===== config.mk =====
export PLATFORM = sky130hd
export DESIGN_NAME = pixel_serializer_8to1_flat
export DESIGN_NICKNAME = d
export VERILOG_FILES = /design/src/rtl/pixel_serializer_8to1_if.sv /design/src/rtl/pixel_serializer_8to1.sv /design/src/flat_wrapper.sv
export SDC_FILE = /design/constraint.sdc
export NUM_CORES = 1
export LEC_CHECK = 0
export BUFFER_PORTS_ARGS = -buffer_cell sky130_fd_sc_hd__buf_2
export CAP_MARGIN = 10
export CELL_PAD_IN_SITES_DETAIL_PLACEMENT = 1
export CELL_PAD_IN_SITES_GLOBAL_PLACEMENT = 2
export CORE_ASPECT_RATIO = 1.5
export CORE_MARGIN = 1
export CORE_UTILIZATION = 49
export DETAILED_ROUTE_END_ITERATION = 8
export GPL_TIMING_DRIVEN = 0
export PLACE_DENSITY_LB_ADDON = 0.1
export SYNTH_ARGS = -nofsm -noshare
export SYNTH_HDL_FRONTEND = slang
export SYNTH_SLANG_ARGS = --single-unit

===== constraint.sdc =====
create_clock -name CLK -period 7.02 [get_ports CLK]
set_input_delay 0.351 -clock CLK [delete_from_list [all_inputs] [get_ports CLK]]
set_output_delay 0.351 -clock CLK [all_outputs]
set_load 0.01 [all_outputs]

===== src/rtl/pixel_serializer_8to1_if.sv =====
// Word-in / pixel-out stream bundle for pixel_serializer_8to1.
// master = producer of words and consumer of pixels; slave = the serializer.
interface pixel_serializer_8to1_if;
    logic       in_valid;
    logic       in_ready;
    logic [7:0] in1;
    logic [7:0] in2;
    logic [7:0] in3;
    logic [7:0] in4;
    logic [7:0] in5;
    logic [7:0] in6;
    logic [7:0] in7;
    logic [7:0] in8;
    logic [7:0] pix_out;
    logic       pix_valid;
    logic       pix_ready;
    logic       sof;
    logic       eol;
    logic       frame_done;

    modport master (
        output in_valid, in1, in2, in3, in4, in5, in6, in7, in8, pix_ready,
        input  in_ready, pix_out, pix_valid, sof, eol, frame_done
    );

    modport slave (
        input  in_valid, in1, in2, in3, in4, in5, in6, in7, in8, pix_ready,
        output in_ready, pix_out, pix_valid, sof, eol, frame_done
    );
endinterface


===== src/rtl/pixel_serializer_8to1.sv =====
// Buffers 8-pixel words in a small FIFO and emits one pixel per clock,
// tagging start-of-frame / end-of-line and pulsing at end of frame.
module pixel_serializer_8to1 #(
    parameter int unsigned IMG_WIDTH  = 64,
    parameter int unsigned IMG_HEIGHT = 64,
    parameter int unsigned FIFO_DEPTH = 4
) (
    input  logic                    CLK,
    input  logic                    RST_N,
    pixel_serializer_8to1_if.slave  bus
);
    localparam int unsigned AW = $clog2(FIFO_DEPTH);
    localparam int unsigned CW = $clog2(IMG_WIDTH);
    localparam int unsigned RW = (IMG_HEIGHT > 1) ? $clog2(IMG_HEIGHT) : 1;

    localparam logic [CW-1:0] COL_LAST = CW'(IMG_WIDTH - 1);
    localparam logic [RW-1:0] ROW_LAST = RW'(IMG_HEIGHT - 1);
    localparam logic [AW:0]   CNT_FULL = (AW + 1)'(FIFO_DEPTH);

    logic [63:0]   mem_q [FIFO_DEPTH];
    logic [AW-1:0] wr_ptr_q, wr_ptr_d;
    logic [AW-1:0] rd_ptr_q, rd_ptr_d;
    logic [AW:0]   count_q, count_d;

    logic [63:0]   cur_word_q, cur_word_d;
    logic          cur_valid_q, cur_valid_d;
    logic [2:0]    idx_q, idx_d;
    logic [CW-1:0] col_q, col_d;
    logic [RW-1:0] row_q, row_d;
    logic          frame_done_q, frame_done_d;

    logic push;
    logic pop;
    logic fire;
    logic word_done;

    assign bus.in_ready = (count_q != CNT_FULL);
    assign push         = bus.in_valid && bus.in_ready;
    assign fire         = cur_valid_q && bus.pix_ready;
    assign word_done    = fire && (idx_q == 3'd7);
    // No bypass: a word pushed this cycle is only poppable once count_q reflects it.
    assign pop          = (count_q != '0) && (!cur_valid_q || word_done);

    assign bus.pix_valid  = cur_valid_q;
    assign bus.pix_out    = cur_valid_q ? cur_word_q[{idx_q, 3'b000} +: 8] : '0;
    assign bus.sof        = cur_valid_q && (col_q == '0) && (row_q == '0);
    assign bus.eol        = cur_valid_q && (col_q == COL_LAST);
    assign bus.frame_done = frame_done_q;

    always_ff @(posedge CLK) begin
        if (push) begin
            mem_q[wr_ptr_q] <= {bus.in8, bus.in7, bus.in6, bus.in5,
                                bus.in4, bus.in3, bus.in2, bus.in1};
        end
    end

    always_comb begin
        wr_ptr_d     = wr_ptr_q;
        rd_ptr_d     = rd_ptr_q;
        count_d      = count_q;
        cur_word_d   = cur_word_q;
        cur_valid_d  = cur_valid_q;
        idx_d        = idx_q;
        col_d        = col_q;
        row_d        = row_q;
        frame_done_d = 1'b0;

        if (push) begin
            wr_ptr_d = wr_ptr_q + 1'b1;
        end
        if (pop) begin
            rd_ptr_d = rd_ptr_q + 1'b1;
        end
        case ({push, pop})
            2'b10:   count_d = count_q + 1'b1;
            2'b01:   count_d = count_q - 1'b1;
            default: count_d = count_q;
        endcase

        if (pop) begin
            cur_word_d  = mem_q[rd_ptr_q];
            cur_valid_d = 1'b1;
            idx_d       = '0;
        end else if (word_done) begin
            cur_valid_d = 1'b0;
            idx_d       = '0;
        end else if (fire) begin
            idx_d = idx_q + 1'b1;
        end

        if (fire) begin
            if (col_q == COL_LAST) begin
                col_d = '0;
                if (row_q == ROW_LAST) begin
                    row_d        = '0;
                    frame_done_d = 1'b1;
                end else begin
                    row_d = row_q + 1'b1;
                end
            end else begin
                col_d = col_q + 1'b1;
            end
        end
    end

    always_ff @(posedge CLK) begin
        if (!RST_N) begin
            wr_ptr_q     <= '0;
            rd_ptr_q     <= '0;
            count_q      <= '0;
            cur_word_q   <= '0;
            cur_valid_q  <= 1'b0;
            idx_q        <= '0;
            col_q        <= '0;
            row_q        <= '0;
            frame_done_q <= 1'b0;
        end else begin
            wr_ptr_q     <= wr_ptr_d;
            rd_ptr_q     <= rd_ptr_d;
            count_q      <= count_d;
            cur_word_q   <= cur_word_d;
            cur_valid_q  <= cur_valid_d;
            idx_q        <= idx_d;
            col_q        <= col_d;
            row_q        <= row_d;
            frame_done_q <= frame_done_d;
        end
    end
endmodule


===== src/flat_wrapper.sv =====
// flat-port wrapper written by rule: the top's interface ports become plain ports
module pixel_serializer_8to1_flat 
#(
    parameter int unsigned IMG_WIDTH  = 64,
    parameter int unsigned IMG_HEIGHT = 64,
    parameter int unsigned FIFO_DEPTH = 4
)
  (CLK, RST_N, bus_in_valid, bus_in1, bus_in2, bus_in3, bus_in4, bus_in5, bus_in6, bus_in7, bus_in8, bus_pix_ready, bus_in_ready, bus_pix_out, bus_pix_valid, bus_sof, bus_eol, bus_frame_done);
  pixel_serializer_8to1_if bus_i ();
  input  logic CLK;
  input  logic RST_N;
  input wire logic [$bits(bus_i.in_valid)-1:0] bus_in_valid;
  input wire logic [$bits(bus_i.in1)-1:0] bus_in1;
  input wire logic [$bits(bus_i.in2)-1:0] bus_in2;
  input wire logic [$bits(bus_i.in3)-1:0] bus_in3;
  input wire logic [$bits(bus_i.in4)-1:0] bus_in4;
  input wire logic [$bits(bus_i.in5)-1:0] bus_in5;
  input wire logic [$bits(bus_i.in6)-1:0] bus_in6;
  input wire logic [$bits(bus_i.in7)-1:0] bus_in7;
  input wire logic [$bits(bus_i.in8)-1:0] bus_in8;
  input wire logic [$bits(bus_i.pix_ready)-1:0] bus_pix_ready;
  output wire logic [$bits(bus_i.in_ready)-1:0] bus_in_ready;
  output wire logic [$bits(bus_i.pix_out)-1:0] bus_pix_out;
  output wire logic [$bits(bus_i.pix_valid)-1:0] bus_pix_valid;
  output wire logic [$bits(bus_i.sof)-1:0] bus_sof;
  output wire logic [$bits(bus_i.eol)-1:0] bus_eol;
  output wire logic [$bits(bus_i.frame_done)-1:0] bus_frame_done;
  assign bus_i.in_valid = bus_in_valid;
  assign bus_i.in1 = bus_in1;
  assign bus_i.in2 = bus_in2;
  assign bus_i.in3 = bus_in3;
  assign bus_i.in4 = bus_in4;
  assign bus_i.in5 = bus_in5;
  assign bus_i.in6 = bus_in6;
  assign bus_i.in7 = bus_in7;
  assign bus_i.in8 = bus_in8;
  assign bus_i.pix_ready = bus_pix_ready;
  assign bus_in_ready = bus_i.in_ready;
  assign bus_pix_out = bus_i.pix_out;
  assign bus_pix_valid = bus_i.pix_valid;
  assign bus_sof = bus_i.sof;
  assign bus_eol = bus_i.eol;
  assign bus_frame_done = bus_i.frame_done;
  pixel_serializer_8to1 #(.IMG_WIDTH(IMG_WIDTH), .IMG_HEIGHT(IMG_HEIGHT), .FIFO_DEPTH(FIFO_DEPTH)) u_core (.CLK(CLK), .RST_N(RST_N), .bus(bus_i));
endmodule

# Word level (Yosys, flattened, before mapping)
# Memory sizes are Yosys's and may differ from the RTL's. A register that Yosys moved wholly into a read port is not among the register bits.
# Index checks and enable logic that the tools add are counted.
[totals] ff_bits=24 ramBits=256 in_bits=68 out_inout_bits=13 elab_cells=51 mem_count=1
[op_classes] addsub=7 eq_ne=6 shift=1 mux=9 bitwise_logic=1 reduce_logical=18
[mem_list] memory="u_core.mem_q" depth=4 width=64 rd=1 rd_clocked_by_memory_dff=1 wr=1 line="pixel_serializer_8to1.sv:20" source="logic [63:0] mem_q [FIFO_DEPTH];"
[op_table] cell="$shiftx A64 B7 Y8" count=1
[op_table] cell="$add A6 B1 Y6 const B" count=2
[op_table] cell="$eq A6 B6 Y1 const B" count=2
[op_table] cell="$logic_not A6 Y1" count=2
[op_table] cell="$mux W6" count=2
[op_table] cell="$mux W8" count=1
[op_table] cell="$logic_and A1 B1 Y1" count=7
[op_table] cell="$add A3 B1 Y3 const B" count=2
[op_table] cell="$pmux W3 S2" count=1
[op_table] cell="$mux W1" count=5
[op_table] cell="$add A2 B1 Y2 const B" count=2
[op_table] cell="$reduce_bool A2 Y1" count=2
[op_table] cell="$eq A3 B3 Y1 const B" count=1
[op_table] cell="$ne A3 B3 Y1 const B" count=1
[op_table] cell="$reduce_and A3 Y1" count=1
[op_table] cell="$reduce_bool A3 Y1" count=1
[op_table] cell="$reduce_or A3 Y1" count=1
[op_table] cell="$sub A3 B1 Y3 const B" count=1
[op_table] cell="$eq A2 B1 Y1 const B" count=1
[op_table] cell="$eq A2 B2 Y1 const B" count=1
[op_table] cell="$logic_not A1 Y1" count=2
[op_table] cell="$reduce_and A2 Y1" count=1
[op_table] cell="$logic_or A1 B1 Y1" count=1
[op_table] cell="$not A1 Y1" count=1

# Logic depth before layout (Yosys ltp)
[logic_depth] depth_word=6 depth_mapped=10 mapped_depth_nobuf=9

# Worst setup path before layout
# OpenSTA, ideal clock, no wires.
[synth_path] kind="register to register" startpoint="reg u_core.count_q[0]" endpoint="mem u_core.mem_q[0][0] (enable)" setup_ns=0.429 t_arrival_ns=2.318 required_ns=6.591 path_slack_ns=4.273 path_stages_with_launch=4 n_path_buf=1 period_less_slack_ns=2.747 cell_sequence="dfxtp_1 -> or3b_1 -> buf_2 -> and3_1"
[synth_via] elab_chain_len=4
[synth_lines] item="start, declared" line="pixel_serializer_8to1.sv:23" source="logic [AW:0] count_q, count_d;"
[synth_lines] item="start signal, assigned" line="pixel_serializer_8to1.sv:120" source="count_q <= count_d;"
[synth_lines] item="$ne A3 B3 Y1" line="pixel_serializer_8to1.sv:37" source="assign bus.in_ready = (count_q != CNT_FULL);"
[synth_lines] item="named net bus_in_ready" line="flat_wrapper.sv:22" source="output wire logic [$bits(bus_i.in_ready)-1:0] bus_in_ready;"
[synth_lines] item="$logic_and A1 B1 Y1" line="pixel_serializer_8to1.sv:38" source="assign push = bus.in_valid && bus.in_ready;"
[synth_lines] item="$mux W1" line="pixel_serializer_8to1.sv:51" source="if (push) begin"
[synth_lines] item="$mux W1 (implied by the code)" line="pixel_serializer_8to1.sv:52" source="mem_q[wr_ptr_q] <= {bus.in8, bus.in7, bus.in6, bus.in5,"
[synth_lines] item="end, declared" line="pixel_serializer_8to1.sv:20"
# The timed path passes the listed nets, and every way through them passes these cells.

# Final worst setup path
[layout_path] startpoint="reg u_core.idx_q[0]" endpoint="reg u_core.count_q[2]"
[layout_via] elab_chain_len=6 elab_cells_between_ends=8 cone_classes="eq/ne: 3; mux: 1; reduce/logical: 4"
[layout_lines] item="start, declared" line="pixel_serializer_8to1.sv:27" source="logic [2:0] idx_q, idx_d;"
[layout_lines] item="start signal, assigned" line="pixel_serializer_8to1.sv:123" source="idx_q <= idx_d;"
[layout_lines] item="$eq A3 B3 Y1 *" line="pixel_serializer_8to1.sv:40" source="assign word_done = fire && (idx_q == 3'd7);"
[layout_lines] item="$logic_and A1 B1 Y1 *" line="pixel_serializer_8to1.sv:40"
[layout_lines] item="$logic_or A1 B1 Y1 *" line="pixel_serializer_8to1.sv:42" source="assign pop = (count_q != '0) && (!cur_valid_q || word_done);"
[layout_lines] item="$logic_and A1 B1 Y1 *" line="pixel_serializer_8to1.sv:42"
[layout_lines] item="$eq A2 B1 Y1 or $eq A2 B2 Y1 (tied branches)" line="pixel_serializer_8to1.sv:74" source="case ({push, pop})"
[layout_lines] item="$pmux W3 S2 or $reduce_bool A2 Y1 (tied branches)"
# Every way passes the cells marked *; elsewhere a longest branch is shown, timed or not.
# A chain may end at the register's enable or synchronous reset.

==> results.sh <==
export IMPL_synth_cell_types=50
export IMPL_synth_async_sr_flop_share_pct=0
export IMPL_power_mw=5.79
export IMPL_switchingPower_mw=1.69
export IMPL_timing_setup_critical_path_class="flop to flop"
export IMPL_wl_per_cell_microns=23.3
export IMPL_post_route_drc_count=0
export IMPL_ys_warn_count=0
export IMPL_placed_area_sq_mm=0.0142
export IMPL_tns_ns=0
export IMPL_chipWidth_microns=137
export IMPL_hold_ws_ns=0.169
export IMPL_cts_tree="built"
export IMPL_synth_edf_count=256
export IMPL_cp_common_cell="ha_1"
export IMPL_comb_power_share_pct=24.8
export IMPL_vias=7256
export IMPL_swShare_pct=29.2
export IMPL_yosysTopAreaCell="edfxtp_1"
export IMPL_core_area_sq_mm=0.0266
export IMPL_hp_class="input pin to flop"
export IMPL_synth_area_leaders="edfxtp_1, mux4_2, dfxtp_1"
export IMPL_routabilityCongestion=0.780
export IMPL_cts_inserted_buffers=31
export IMPL_rsz0062_at_grt="false"
export IMPL_drv_cap=0
export IMPL_setup_viol=0
export IMPL_cp_max_fo=10
export IMPL_leakagePower_nw=5.25
export IMPL_post_route_min_period_ns=2.96
export IMPL_clock_skew_ns=0.00922
export IMPL_insertion_delay_ns=0.58
export IMPL_power_density_mw_per_mm2=365
export IMPL_htreeDepth=1
export IMPL_arrival_ns=3.46
export IMPL_synthTopCellsByCount="edfxtp_1, dfxtp_1, mux4_2, nand2_1, o2bb2ai_1"
export IMPL_final_area_sq_mm=0.0159
export IMPL_synth_most_common_cell="edfxtp_1"
export IMPL_pwr_share_clk_pct=28.5
export IMPL_ys_seq_area_share_pct=71.0
export IMPL_cts_resized_gates=0
export IMPL_clockBufferDepth=3
export IMPL_clock_sinks=344
export IMPL_synth_area_per_cell_sq_um=18.1
export IMPL_gr_total_overflow=0
export IMPL_io_pins=81
export IMPL_grt_util_all_layers_pct=22.7
export IMPL_grt_pass1_vias=8218
export IMPL_drt_iter0_markers=347
export IMPL_critPathSlowestCell="fa_1"
export IMPL_antenna_left=0
export IMPL_grt_pass1_wl_mm=46.7
export IMPL_reg2reg_slack_ns=4.06
export IMPL_grt_max_degree=34
export IMPL_cp_cell_sequence="ha_1, ha_1, a21boi_4, nor2_1, clkbuf_1, ha_1, fa_1, xnor2_1, or3_1, a21oi_1"
export IMPL_vdd_drop_max_v=0.000266
export IMPL_dp_hpwl_mm=20.0
export IMPL_syn_nets=817
export IMPL_antenna_found_initial=1
export IMPL_hold_viol_final=0
export IMPL_synth_cells=737
export IMPL_core_rowCount=73
export IMPL_yosysTopAreaCellShare_pct=57.8
export IMPL_clk_pin_slew_worst_paths_ns=0.07
export IMPL_area_growth_pct=19.2
export IMPL_fp_dieH_microns=204
export IMPL_cp_end_kind="flop"
export IMPL_cts_root_buffer="clkbuf_16"
export IMPL_fin_nets=995
export IMPL_synthFlopType="edfxtp_1"
export IMPL_die_area_sq_mm=0.0278
export IMPL_outcome="complete, no violations"
export IMPL_start_util_pct=50.1
export IMPL_start_kind="flop"
export IMPL_synth_seq_cells=344
export IMPL_timing_final_max_slew_violations=0
export IMPL_internal_power_mw=4.10
export IMPL_portBuffers=77
export IMPL_drive_gt1_share_pct=26.8
export IMPL_worst_slew_pin_slew_ns=0.721
export IMPL_max_slew_margin_rel_pct=52.0
export IMPL_utilization_pct=59.7
export IMPL_max_clock_freq_ghz=0.338
export IMPL_via_per_inst=5.68
export IMPL_critPathMaxStageDelay_ns=0.44
export IMPL_pwr_share_seq_pct=46.7
export IMPL_fin_crit_sh_pct=42.1
export IMPL_dr_pass1_iters=4
export IMPL_syn_area_sq_mm=0.0133
export IMPL_drt_total_wl_mm=29.8
export IMPL_cp_required_ns=7.52
[cell type report]
type | instances | area [sq um]
antenna | 1 | 2.50
buffer | 49 | 315
clock buffer | 34 | 808
clock inverter | 24 | 196
fill | 2372 | 10700
inverter | 11 | 41.3
multi-input combinational | 333 | 3520
sequential | 344 | 9450
tap | 337 | 422
timing repair buffer | 145 | 1110
[worst max-delay path, delay by kind of cell (launching register included)]
kind	cells	cell delay [ns]
compound gates	2	0.47
fa+ha+maj	4	1.25
xor+xnor	1	0.15
simple gates	2	0.42
flops	1	0.33
buf+inv	1	0.27
[cells in the final DEF (no fill, tap or decap), types with 3 or more instances in the layout]
cell type / instances
buf_6: 3
ha_1: 11
nand3_1: 7
mux2i_1: 3
edfxtp_1: 256
a21oi_1: 14
clkinv_2: 5
buf_12: 8
dlygate4sd3_1: 64
mux4_2: 80
inv_1: 10
nor2_1: 8
clkinv_1: 4
or4_1: 3
o2bb2ai_1: 64
buf_1: 6
o31ai_1: 3
o21ai_0: 9
buf_2: 97
clkbuf_16: 32
nand4_1: 4
nand2_1: 75
and3_4: 4
or3_1: 5
a22o_1: 8
clkinvlp_4: 7
dfxtp_1: 88
clkbuf_1: 15
[power by group through the flow]
stage               sequential, mW  clock, mW  combinational [mW]
floorplan                     2.67          0                1.02
global placement              2.75          0                1.36
detailed placement            2.75          0                1.43
CTS                           2.71       1.69                1.47
global route                  2.73       1.75                1.56
finish                        2.70       1.65                1.43
[final timing paths]
check / from / to / cells past startpoint
max reg2reg: u_core.idx_q[0] / u_core.count_q[2] / 10
min: bus_pix_ready / u_core.idx_q[2] / 3
min reg2reg: u_core.cur_word_q[28] / u_core.cur_word_q[28] / 2
max: u_core.idx_q[0] / u_core.count_q[2] / 10
[sequential cells by signal, indices dropped and copies added (netlist names)]
name and count:
u_core.bus.pix_valid 1, u_core.rd_ptr_q 2, u_core.idx_q 3, u_core.col_q 6, u_core.wr_ptr_q 2, u_core.row_q 6, u_core.cur_word_q 64, u_core.count_q 3
u_core.bus.frame_done 1, u_core.mem_q 256
[per-layer routing]
metal | track usage, % | up-vias | wire (microns)
met1 | 26.3 | 3743 | 11300
li1 | - | 3320 | -
met3 | 2.46 | 40 | 1090
met2 | 43.1 | 153 | 16700
met4 | 7.26 | 0 | 695
met5 | 0 | - | 0
[logic make-up after synthesis]
kind of cell / count (synthesis) / share of synthesized area [%]
AND/OR/NAND/NOR: 126 / 4.64
XOR/XNOR: 3 / 0.197
adder cells (fa/ha/maj): 12 / 1.18
buffers and inverters: 60 / 2.68
flip-flops: 344 / 71.0
multiplexers: 83 / 13.8
AO/OA/AOI/OAI: 109 / 6.53
[through the flow]
stage | instances | worst slack [ns]
3_3_place_gp | 1151 | 3.03
5_1_grt | 1278 | 3.96
2_1_floorplan | 737 | 4.27
6_report | 1278 | 4.06
4_1_cts | 1277 | 4.08
3_5_place_dp | 1155 | 4.08
[repair_timing]
action / 4_1_cts / 5_1_grt
hold buffers: 64 / 0
hold endpoints to repair: 256 / 0
setup endpoints to repair: 0 / 0
buffers inserted: 0 / 0
Power figures use the tool's default switching activity.
